$ cat src/rtl/seq_csa_mult.sv
// rtl/seq_csa_mult.sv - multi-cycle carry-save multiplier with start/busy/done handshake
//
// Retires one partial-product row per clock into a 2*WIDTH-bit sum/carry
// accumulator, then resolves the product with a single carry-propagate add
// on the edge that enters DONE.
//
// Ports:
//   clk          rising-edge clock
//   rst_n        asynchronous active-low reset
//   start        request a multiply; accepted in IDLE or DONE
//   signed_mode  1 = two's-complement operands, 0 = unsigned; sampled with start
//   a, b         WIDTH-bit operands; sampled with start
//   busy         high while rows are being accumulated
//   done         one-cycle pulse when p has been updated
//   p            registered 2*WIDTH-bit product; held until the next done

module seq_csa_mult #(
    parameter int WIDTH = 8,
    parameter int CNT_W = $clog2(WIDTH)
) (
    input  logic               clk,
    input  logic               rst_n,
    input  logic               start,
    input  logic               signed_mode,
    input  logic [WIDTH-1:0]   a,
    input  logic [WIDTH-1:0]   b,
    output logic               busy,
    output logic               done,
    output logic [2*WIDTH-1:0] p
);

    localparam int PW = 2 * WIDTH;

    localparam logic [1:0] S_IDLE = 2'd0;
    localparam logic [1:0] S_RUN  = 2'd1;
    localparam logic [1:0] S_DONE = 2'd2;

    logic [1:0]       state;
    logic [WIDTH-1:0] mag_a;
    logic [WIDTH-1:0] mag_b;
    logic             neg;
    logic [CNT_W-1:0] cnt;
    logic [PW-1:0]    sum_q;
    logic [PW-1:0]    carry_q;

    logic             accept;
    logic             last_row;
    logic [WIDTH-1:0] a_mag;
    logic [WIDTH-1:0] b_mag;
    logic [WIDTH-1:0] pp_row;
    logic [PW-1:0]    pp;
    logic [PW-1:0]    sum_n;
    logic [PW-1:0]    maj;
    logic [PW-1:0]    carry_n;
    logic [PW-1:0]    res;
    logic [PW-1:0]    p_next;

    assign accept   = start && (state != S_RUN);
    assign last_row = (cnt == CNT_W'(WIDTH - 1));

    // The magnitude of the most negative operand is 2^(WIDTH-1), which still
    // fits in WIDTH unsigned bits, so no extra bit is needed.
    assign a_mag = (signed_mode && a[WIDTH-1]) ? -a : a;
    assign b_mag = (signed_mode && b[WIDTH-1]) ? -b : b;

    always_comb begin
        pp_row  = mag_a & {WIDTH{mag_b[cnt]}};
        pp      = {{WIDTH{1'b0}}, pp_row} << cnt;
        // 3:2 compression: the carry word is shifted one place left; the bit
        // falling off the top is beyond 2*WIDTH and is dropped (modulo result).
        sum_n   = sum_q ^ carry_q ^ pp;
        maj     = (sum_q & carry_q) | (sum_q & pp) | (carry_q & pp);
        carry_n = {maj[PW-2:0], 1'b0};
        // The final row is folded in on the same edge that resolves the result.
        res     = sum_n + carry_n;
        p_next  = neg ? -res : res;
    end

    always_ff @(posedge clk or negedge rst_n) begin
        if (!rst_n) begin
            state   <= S_IDLE;
            mag_a   <= '0;
            mag_b   <= '0;
            neg     <= 1'b0;
            cnt     <= '0;
            sum_q   <= '0;
            carry_q <= '0;
            p       <= '0;
        end else begin
            case (state)
                S_RUN: begin
                    sum_q   <= sum_n;
                    carry_q <= carry_n;
                    if (last_row) begin
                        p     <= p_next;
                        state <= S_DONE;
                    end else begin
                        cnt <= cnt + 1'b1;
                    end
                end
                default: begin
                    if (accept) begin
                        mag_a   <= a_mag;
                        mag_b   <= b_mag;
                        neg     <= signed_mode & (a[WIDTH-1] ^ b[WIDTH-1]);
                        cnt     <= '0;
                        sum_q   <= '0;
                        carry_q <= '0;
                        state   <= S_RUN;
                    end else begin
                        state <= S_IDLE;
                    end
                end
            endcase
        end
    end

    assign busy = (state == S_RUN);
    assign done = (state == S_DONE);

endmodule
$ cat config.mk
export PLATFORM = sky130hd
export DESIGN_NAME = seq_csa_mult
export DESIGN_NICKNAME = d
export VERILOG_FILES = /design/src/rtl/seq_csa_mult.sv
export SDC_FILE = /design/constraint.sdc
export NUM_CORES = 1
export LEC_CHECK = 0
export ABC_CLOCK_PERIOD_IN_PS = 6500
export CAP_MARGIN = 10
export CORE_ASPECT_RATIO = 0.9
export CORE_MARGIN = 5
export CORE_UTILIZATION = 34
export CTS_CLUSTER_SIZE = 8
export DETAILED_ROUTE_END_ITERATION = 12
export GPL_TIMING_DRIVEN = 0
export PLACE_DENSITY = 0.49
export SETUP_SLACK_MARGIN = 0.5
export SLEW_MARGIN = 20
export SYNTH_ARGS = -nofsm -noshare
export SYNTH_HDL_FRONTEND = slang
export SYNTH_SLANG_ARGS = --single-unit
$ cat constraint.sdc
create_clock -name clk -period 6.5 [get_ports clk]
set_input_delay 1.3 -clock clk [delete_from_list [all_inputs] [get_ports clk]]
set_output_delay 1.3 -clock clk [all_outputs]
set_load 0.1 [all_outputs]
==> impl_results.md, run 1 <==
- RSZ-0062 raised after global routing: no
- CTS resizes: 0
- DR pass1 iterations: 4
- Sequential area share after synthesis: 36.6%
- Initial core utilization: between 30% and 40%
- Buffers on Ports: 36
- Vias: roughly 3800
- Top Ports: 38
- CTS root buffer: clkbuf_16
- Row cnt: 40
- Drt wl/cell: 15.4 microns
- CTS tree: yes
- Layout Nets: between 600 and 700
- Final Hold Viols: 0
- Crit end category: register
- Die area: 16300 sq um
- Initial antenna violation count: 0
- Clock Skew: 6.69 ps
- Filler Cells Inserted: about 1400
- Cell count after synthesis: 539
- Antenna diodes: 0
- DIE HEIGHT: 122 microns
- Max Slew Vio Count: 0
- Setup Fix Bufs, Post-CTS: 0
- TNS Setup: 0 ps
- Status: completed
- Max Cap Viol: 0
- CP Launch Type: register
- Slew @ Worst Pin: a little under 1000 ps
- First-pass GRT wire length: between 15 and 20 mm
- DRT antenna net count: 0
- Most frequent cells in the layout: 82 x nand2_1, 69 x dfrtp_1, 64 x o21ai_0
- H-tree depth: 3
- Reg clk slew, reported paths: 60 ps
- Final wirelength: ~12 mm
- Hold_buf cts: 0
- Ys async rst share: 100%
- Critical path launch point: cnt[1]
- Final Wtd Congestion: approximately 0.84
- Die W: 134 microns
- Largest family of logic cells by synthesized area: simple AND/OR/NAND/NOR gates
- DR iter-0 viols: roughly 220
- Tmin final: 5150 ps
- Synthesis-stage register bit count: 69
- Min-delay src: p[2]
- Sink Count: 69
- Slew headroom: 34.7%
- Top FF cell, synth: dfrtp_1
- Remaining Overflow, GRT: 0
- Core Region: 13500 sq um
- Max FO, Critical Path: 10
- Vias per inst: slightly above 5
- Number of enable flip-flop cells after synthesis: 0
- Post-Syn Nets: 594
- Yosys warns: 0
- Synth Area in Simple Gates: 17.9%
- Area growth, synth to finish: 19.5%
- Type of the worst setup path: reg2reg
- Worst r2r src: cnt[1]
- Area of the mapped netlist: around 4700 sq um
- Fraction of the mapped netlist area in compound gates: 15.6%
- Hold crit path type: reg2reg
- CTS buffer count: 9
- Syn Area/Cell: 8.75 sq um
- Max Clock Freq: 194 MHz
- Share of cells above drive strength 1: just under 6%
- Final setup vio count: 0
- Worst path arrival time: 5360 ps
- Skew-Pair Late Insertion Delay: 340 ps
- Largest net degree at the start of global routing: 52
- All-Layer GR Usage: 15.3%
- Required arrival time at the worst endpoint: 6710 ps
- Synth Area in Adders: 11.7%
- Mux contribution to synthesized area: 4.51%
- Reg area: 1730 sq um
- Post-synth cell types: 50
- Period utilization: 79.2%
- Vias in the first global route: between 3000 and 4000
- DRC Markers: 0
- Post-DP HPWL: 9.28 mm
- Area of the multi-input gates: 2660 sq um
- Post-Synth XOR/XNOR Area: approximately 6.7%
- Clock Path Buffers: 2
- Most common cell after layout, fill and taps aside: nand2_1
through the flow:
step | setup WS [ps] | util, % | hold WS, ps | area, sq um | cells
after detailed placement | 1380 | 39.4 | 472 | 5310 | 744
after global routing | 1050 | 41.9 | 508 | 5640 | 760
after floorplan | 2020 | - | 445 | 4710 | 539
after global placement | 1430 | 39.3 | 464 | 5290 | 743
after CTS | 1350 | 41.9 | 485 | 5640 | 760
final | 1350 | 41.9 | 476 | 5640 | 760
flip-flops by register name, indices dropped and copies added (netlist names):
register  count
state         2
neg           1
cnt           3
mag_a         8
carry_q      15
p            16
sum_q        16
mag_b         8
worst max-delay path, cell delays in order, from the launching register on:
cell and delay [ps]:
dfrtp_1 350, clkbuf_1 350, clkbuf_1 470, mux2i_1 310, nand2_1 70, o21ai_0 170
nor3b_1 100, a41oi_1 270, fa_1 480, inv_1 90, ha_1 280, and3_1 180
a221o_1 430, a2111oi_0 580, o21bai_1 190, a21oi_1 200, xnor2_1 220, xnor2_1 190
o21ai_1 80
synthesized netlist by cell type (5+ instances only):
cell	instances	area, sq um
o21ai_0	64	320
nand3_1	7	35.0
o31ai_1	5	37.5
a21oi_1	11	55.1
clkbuf_1	24	90.1
dfrtp_1	69	1730
a31oi_1	6	37.5
or3_1	27	169
o21ai_1	11	55.1
nand2_1	82	308
mux2_2	6	67.6
fa_1	15	300
mux2i_1	10	100
xor2_1	17	149
xnor2_1	19	166
ha_1	20	250
nand3b_1	8	60.1
a21o_1	6	45.0
nor2_1	18	67.6
inv_1	62	233
final timing paths:
kind / slack, ps / cells past startpoint / to
min reg2reg: 480 / 2 / p[2]
max: 1350 / 18 / p[15]
min: 480 / 2 / p[2]
max in group asynchronous: 5120 / 2 / sum_q[10]
max reg2reg: 1350 / 18 / p[15]
min in group asynchronous: 840 / 1 / state[1]
layout make-up:
class / count / area share, %
Buffer: 25 / 1.67
Clock buffer: 10 / 4.24
Clock inverter: 6 / 1.53
Inverter: 63 / 4.20
Multi-Input combinational cell: 382 / 47.2
Sequential cell: 69 / 30.6
Tap cell: 168 / 3.73
Timing Repair Buffer: 37 / 6.84
cell families after synthesis:
| group | after synthesis |
|---|---|
| muxes | 18 |
| xor gates and xnor gates | 36 |
| DFF | 69 |
| buffers and inverters | 88 |
| and+or+nand+nor | 170 |
| adders and majority gates | 35 |
| AOI/OAI and AO/OA | 123 |
routing by layer:
metal	track usage (%)	wire, microns	vias to the layer above
li1	-	-	1931
met1	22.1	5940	1808
met2	22.8	4960	73
met3	3.72	678	10
met4	4.77	147	0
met5	0	0	-
Power of run 1 is left out: the tool's default activity adds up to more than one toggle a clock period on the data nets, which glitch-free logic cannot reach.
==> run 2: changes to the inputs <==
- ABC_CLOCK_PERIOD_IN_PS: 6500 -> 4500
- PLACE_DENSITY: 0.49 -> 0.51
- clock period: 6.5 -> 4.5 ns (I/O delays scaled with it)
==> impl_results.md, run 2 (same netlist as run 1, synthesis figures left out) <==
- Status: completed
- Top Ports: 38 (unchanged)
- WP buf/inv: 3 (unchanged)
- CTS root buffer: clkbuf_16
- Max FO, Critical Path: 5 (-5)
- Reg clk slew, reported paths: 60 ps (about the same)
- Type of the worst setup path: reg2reg
- Final Wtd Congestion: 0.806 (-4.4%)
- Largest net degree at the start of global routing: 44 (-15%)
- CP Launch Type: register
- Final setup vio count: 0 (unchanged)
- Layout Nets: 661 (+3.0%)
- Sink Count: 69 (unchanged)
- Finished Core Util: 44.9% (+3.1 points)
- DRC Markers: 0 (unchanged)
- Required arrival time at the worst endpoint: 4710 ps (-2000 ps)
- H-tree depth: 3 (unchanged)
- CTS buffer count: 9 (unchanged)
- Buffers on Ports: 36 (unchanged)
- Max incr delay on CP: 520 ps (-60 ps)
- Core Region: 13500 sq um (unchanged)
- DR pass1 iterations: 5 (+1)
- Max Cap Viol: 0 (unchanged)
- Biggest regs: p x16, sum_q x16, carry_q x15
- DRT antenna net count: 0 (unchanged)
- Worst-case reg-to-reg path depth: 17 (-1)
- Crit end category: register
- Initial antenna violation count: 0 (unchanged)
- Design Area, Final: 6050 sq um (+7.4%)
- Max Slew Vio Count: 0 (unchanged)
- Skew-Pair Late Insertion Delay: 330 ps (about the same)
- Die area: 16300 sq um (unchanged)
- Slew headroom: 34.5% (-0.20 points)
- Vias per inst: 5.12 (+1.8%)
- Post-DP HPWL: 9.45 mm (+1.8%)
- TNS Setup: 0 ps (unchanged)
- Crit-path cells: buf_8 > mux4_2 > nor2b_4 > or2_4 > nand2_4 > fa_1 > inv_2 > ha_4 > and3_4 > a221o_2 > xor2_2 > nor4_4 > buf_4 > nand4_1 > o31a_1 > xnor2_1 > o21ai_1
- Antenna diodes: 0 (unchanged)
- Vias: 3988 (+4.3%)
- Clock Skew: 8.15 ps (+1.47 ps)
- RSZ-0062 raised after global routing: yes
- Initial core utilization: 35.0% (unchanged)
- R2R Setup Slk: 120 ps (-1230 ps)
- Worst r2r src: cnt[0]
- DR iter-0 viols: 182 (-17%)
- Share of cells above drive strength 1: 15.7% (+9.8 points)
- Area growth, synth to finish: 28.3%
- Drt wl/cell: 15.7 microns (+1.9%)
- Remaining Overflow, GRT: 0 (unchanged)
- Final Hold Viols: 0 (unchanged)
- Row cnt: 40 (unchanged)
- Non-Filler Instances: 779 (+2.5%)
- Most common cell after layout, fill and taps aside: nand2_1
- Die W: 134 microns (unchanged)
- Period utilization: 97.4% (+18 points)
- Worst path arrival time: 4600 ps (-760 ps)
- Hold crit path type: in2async
- Max Clock Freq: 228 MHz (+17%)
- Vias in the first global route: 4142 (+10%)
- DIE HEIGHT: 122 microns (unchanged)
- First-pass GRT wire length: 20.7 mm (+5.5%)
- Slowest CP cell: mux4_2
- Most frequent cells in the layout: 76 x nand2_1, 69 x dfrtp_1, 62 x o21ai_0
- FF-to-FF End: p[14]
- All-Layer GR Usage: 15.8% (+0.48 points)
- Post-DP Area: 5370 sq um (+1.2%)
- Clock Path Buffers: 2 (unchanged)
- Tmin final: 4380 ps (-767 ps)
- Slew @ Worst Pin: 979 ps (+2.92 ps)
- DP Cell Count: 744 (unchanged)
- CP top delay family: simple AND/OR/NAND/NOR gates
- Final wirelength: 12.2 mm (+4.4%)
- CTS tree: yes
## run 2: per-stage QoR
step / setup WS (ps) / hold WS [ps]
floorplan: 429 / 445
global placement: -242 / 464
detailed placement: -374 / 474
CTS: 73.8 / 487
global route: -31.4 / 508
finish: 116 / 481
## run 2: what timing repair did
item / CTS / global route
setup endpoints to repair: 8 / 9
hold endpoints to repair: 0 / 0
resized for setup: 20 / 36
hold buffers: 0 / 0
setup buffers: 14 / 5
pin swaps: 22 / 26
## run 2: layout make-up
| class | instances | area, sq um |
|---|---|---|
| Buffer | 25 | 123 |
| Timing Repair Buffer | 56 | 528 |
| Tap cell | 168 | 210 |
| Clock inverter | 6 | 71.3 |
| Clock buffer | 10 | 229 |
| Sequential cell | 69 | 1730 |
| Fill cell | 1303 | 7410 |
| Multi-Input combinational cell | 382 | 2930 |
| Inverter | 63 | 236 |
## run 2: layer usage
| metal | up-vias | share of wire (%) | global-route usage, % |
|---|---|---|---|
| met5 | - | 0 | 0 |
| met1 | 1915 | 48 | 21.1 |
| met2 | 98 | 47 | 26.0 |
| met4 | 0 | 1.2 | 3.75 |
| met3 | 12 | 4.2 | 3.92 |
| li1 | 1963 | - | - |
## run 2: how the worst max path moves through the flow
stage / from / endpoint / slack (ps) / cells after the start
2_1_floorplan: cnt[0] / p[15] / 430 / 16
3_3_place_gp: cnt[1] / p[15] / -240 / 18
3_5_place_dp: cnt[1] / p[15] / -370 / 18
4_1_cts: cnt[0] / p[15] / 70 / 16
5_1_grt: cnt[0] / p[14] / -30 / 17
6_report: cnt[0] / p[14] / 120 / 17
Power of run 2 is left out for the same reason.
==> run 3: changes to the inputs <==
- CORE_MARGIN: 5 -> 2
- GPL_TIMING_DRIVEN: 0 -> unset
==> impl_results.md, run 3 (same netlist as run 1, synthesis figures left out) <==
- Crit-path cells: mux4_2 > and2_4 > or2_4 > nand2_4 > fa_1 > inv_2 > ha_4 > a21o_1 > a221o_2 > xor2_2 > nor4_4 > buf_4 > nand4_1 > o31a_1 > xnor2_1 > o21ai_1
- First-pass GRT wire length: 19.4 mm (-6.4%)
- DRT antenna net count: 0 (unchanged)
- Setup WS pre-CTS: -40.8 ps (+333 ps)
- Skew-Pair Late Insertion Delay: 340 ps (about the same)
- Sink of the worst hold path: p[5]
- Non-Filler Instances: 762 (-2.2%)
- H-tree depth: 3 (unchanged)
- Vias: 3797 (-4.8%)
- Period utilization: 95.9% (-1.5 points)
- Required arrival time at the worst endpoint: 4720 ps (about the same)
- Worst hold path stage count: 2
- Antenna diodes: 0 (unchanged)
- Layout Nets: 644 (-2.6%)
- Initial core utilization: 35.0% (unchanged)
- Biggest regs: p x16, sum_q x16, carry_q x15
- CP top delay family: compound AO/OA/AOI/OAI gates
- Area growth, synth to finish: 25.7%
- FF-to-FF End: p[14]
- Share of cells above drive strength 1: 15.2% (-0.56 points)
- Min-delay src: p[5]
- Max Clock Freq: 232 MHz (+1.6%)
- Setup WS post-layout: 185 ps (+69.3 ps)
- Final Wtd Congestion: 0.843 (+4.6%)
- Drt wl/cell: 14.7 microns (-6.5%)
- All-Layer GR Usage: 16.6% (+0.83 points)
- DRC Markers: 0 (unchanged)
- Vias per inst: 4.98 (-2.7%)
- Slew headroom: 35.1% (+0.64 points)
- Max Cap Viol: 0 (unchanged)
- DIE HEIGHT: 116 microns (-4.9%)
- Largest net degree at the start of global routing: 47 (+6.8%)
- Type of the worst setup path: reg2reg
- Max FO, Critical Path: 5 (unchanged)
- Vias in the first global route: 3848 (-7.1%)
- DP Cell Count: 731 (-1.7%)
- Buffers on Ports: 37 (+2.8%)
- Core Region: 13500 sq um (unchanged)
- Clock Path Buffers: 2 (unchanged)
- CTS root buffer: clkbuf_16
- Final setup vio count: 0 (unchanged)
- Die area: 14800 sq um (-9.2%)
- Final Hold Viols: 0 (unchanged)
- Sink Count: 69 (unchanged)
- Crit end category: register
- Met3 WL post-DR: 438 microns (-14%)
- Initial antenna violation count: 0 (unchanged)
- Clock Skew: 7.81 ps (-0.339 ps)
- Status: completed
- Max Slew Vio Count: 0 (unchanged)
- Filler Cells Inserted: 1317 (+1.1%)
- CTS tree: yes
- DR pass1 iterations: 4 (-1)
- Max incr delay on CP: 540 ps (+20 ps)
- R2R Setup Slk: 190 ps (+70 ps)
- Row cnt: 40 (unchanged)
- CTS buffer count: 9 (unchanged)
- Hold crit path type: reg2reg
- Remaining Overflow, GRT: 0 (unchanged)
- Final wirelength: 11.2 mm (-8.5%)
- Slew @ Worst Pin: 970 ps (-9.53 ps)
- Reg clk slew, reported paths: 60 ps (about the same)
- Routed length on met2: 5.15 mm (-10%)
- Hold_buf cts: 0 (unchanged)
- Most common cell after layout, fill and taps aside: nand2_1
- M1 wire length: 5.41 mm (-7.2%)
- DR iter-0 viols: 211 (+16%)
- Uppermost routed layer: met4
- Top Ports: 38 (unchanged)
- Slowest CP cell: mux4_2
- Worst-case reg-to-reg path depth: 16 (-1)
- Most frequent cells in the layout: 78 x nand2_1, 67 x dfrtp_1, 63 x o21ai_0
- Tmin final: 4310 ps (-69.3 ps)
- RSZ-0062 raised after global routing: yes
- Post-DP HPWL: 8.30 mm (-12%)
- Worst r2r src: cnt[0]
- WP buf/inv: 2 (-1)
- Die W: 128 microns (-4.5%)
- Worst path arrival time: 4540 ps (-60 ps)
- CP Launch Type: register
- Hold slack: 477 ps (-3.97 ps)
- Critical path depth: 16 (-1)
[run 3: worst max path at each step]
stage / slack (ps) / to / start
floorplan: 430 / p[15] / cnt[0]
global placement: -80 / p[15] / cnt[1]
detailed placement: -40 / p[15] / cnt[1]
CTS: 190 / p[15] / cnt[0]
global route: -40 / p[14] / cnt[0]
finish: 190 / p[14] / cnt[0]
[run 3: final cells by class]
class                           instances  area, sq um  share of cell area [%]
Inverter                               63          236                    3.99
Clock buffer                           10          229                    3.86
Multi-Input combinational cell        382         2860                    48.3
Sequential cell                        69         1730                    29.2
Clock inverter                          6         72.6                    1.22
Timing Repair Buffer                   64          584                    9.86
Tap cell                              168          210                    3.55
[run 3: tightest hold or removal path: stages (launching register included)]
cell and delay [ps]:
dfrtp_1 340, nand2_1 40, o21ai_0 60
[run 3: through the flow]
stage / TNS [ps] / utilization [%] / area, sq um
6_report: 0 / 44.0 / 5920
5_1_grt: -59.1 / 44.0 / 5920
4_1_cts: 0 / 43.3 / 5830
3_5_place_dp: -40.8 / 39.6 / 5330
3_3_place_gp: -96.6 / 39.6 / 5330
2_1_floorplan: 0 / - / 4780
[run 3: repair_timing]
action / CTS / global route
resized for setup: 23 / 15
setup endpoints to repair: 8 / 8
buffers inserted: 11 / 4
pin swaps: 17 / 15
[run 3: metal layers]
layer | up-vias | GRT usage, %
met2 | 68 | 26.8
met3 | 16 | 3.28
met5 | - | 0
met1 | 1793 | 22.7
li1 | 1920 | -
met4 | 0 | 5.35
Power of run 3 is left out for the same reason.
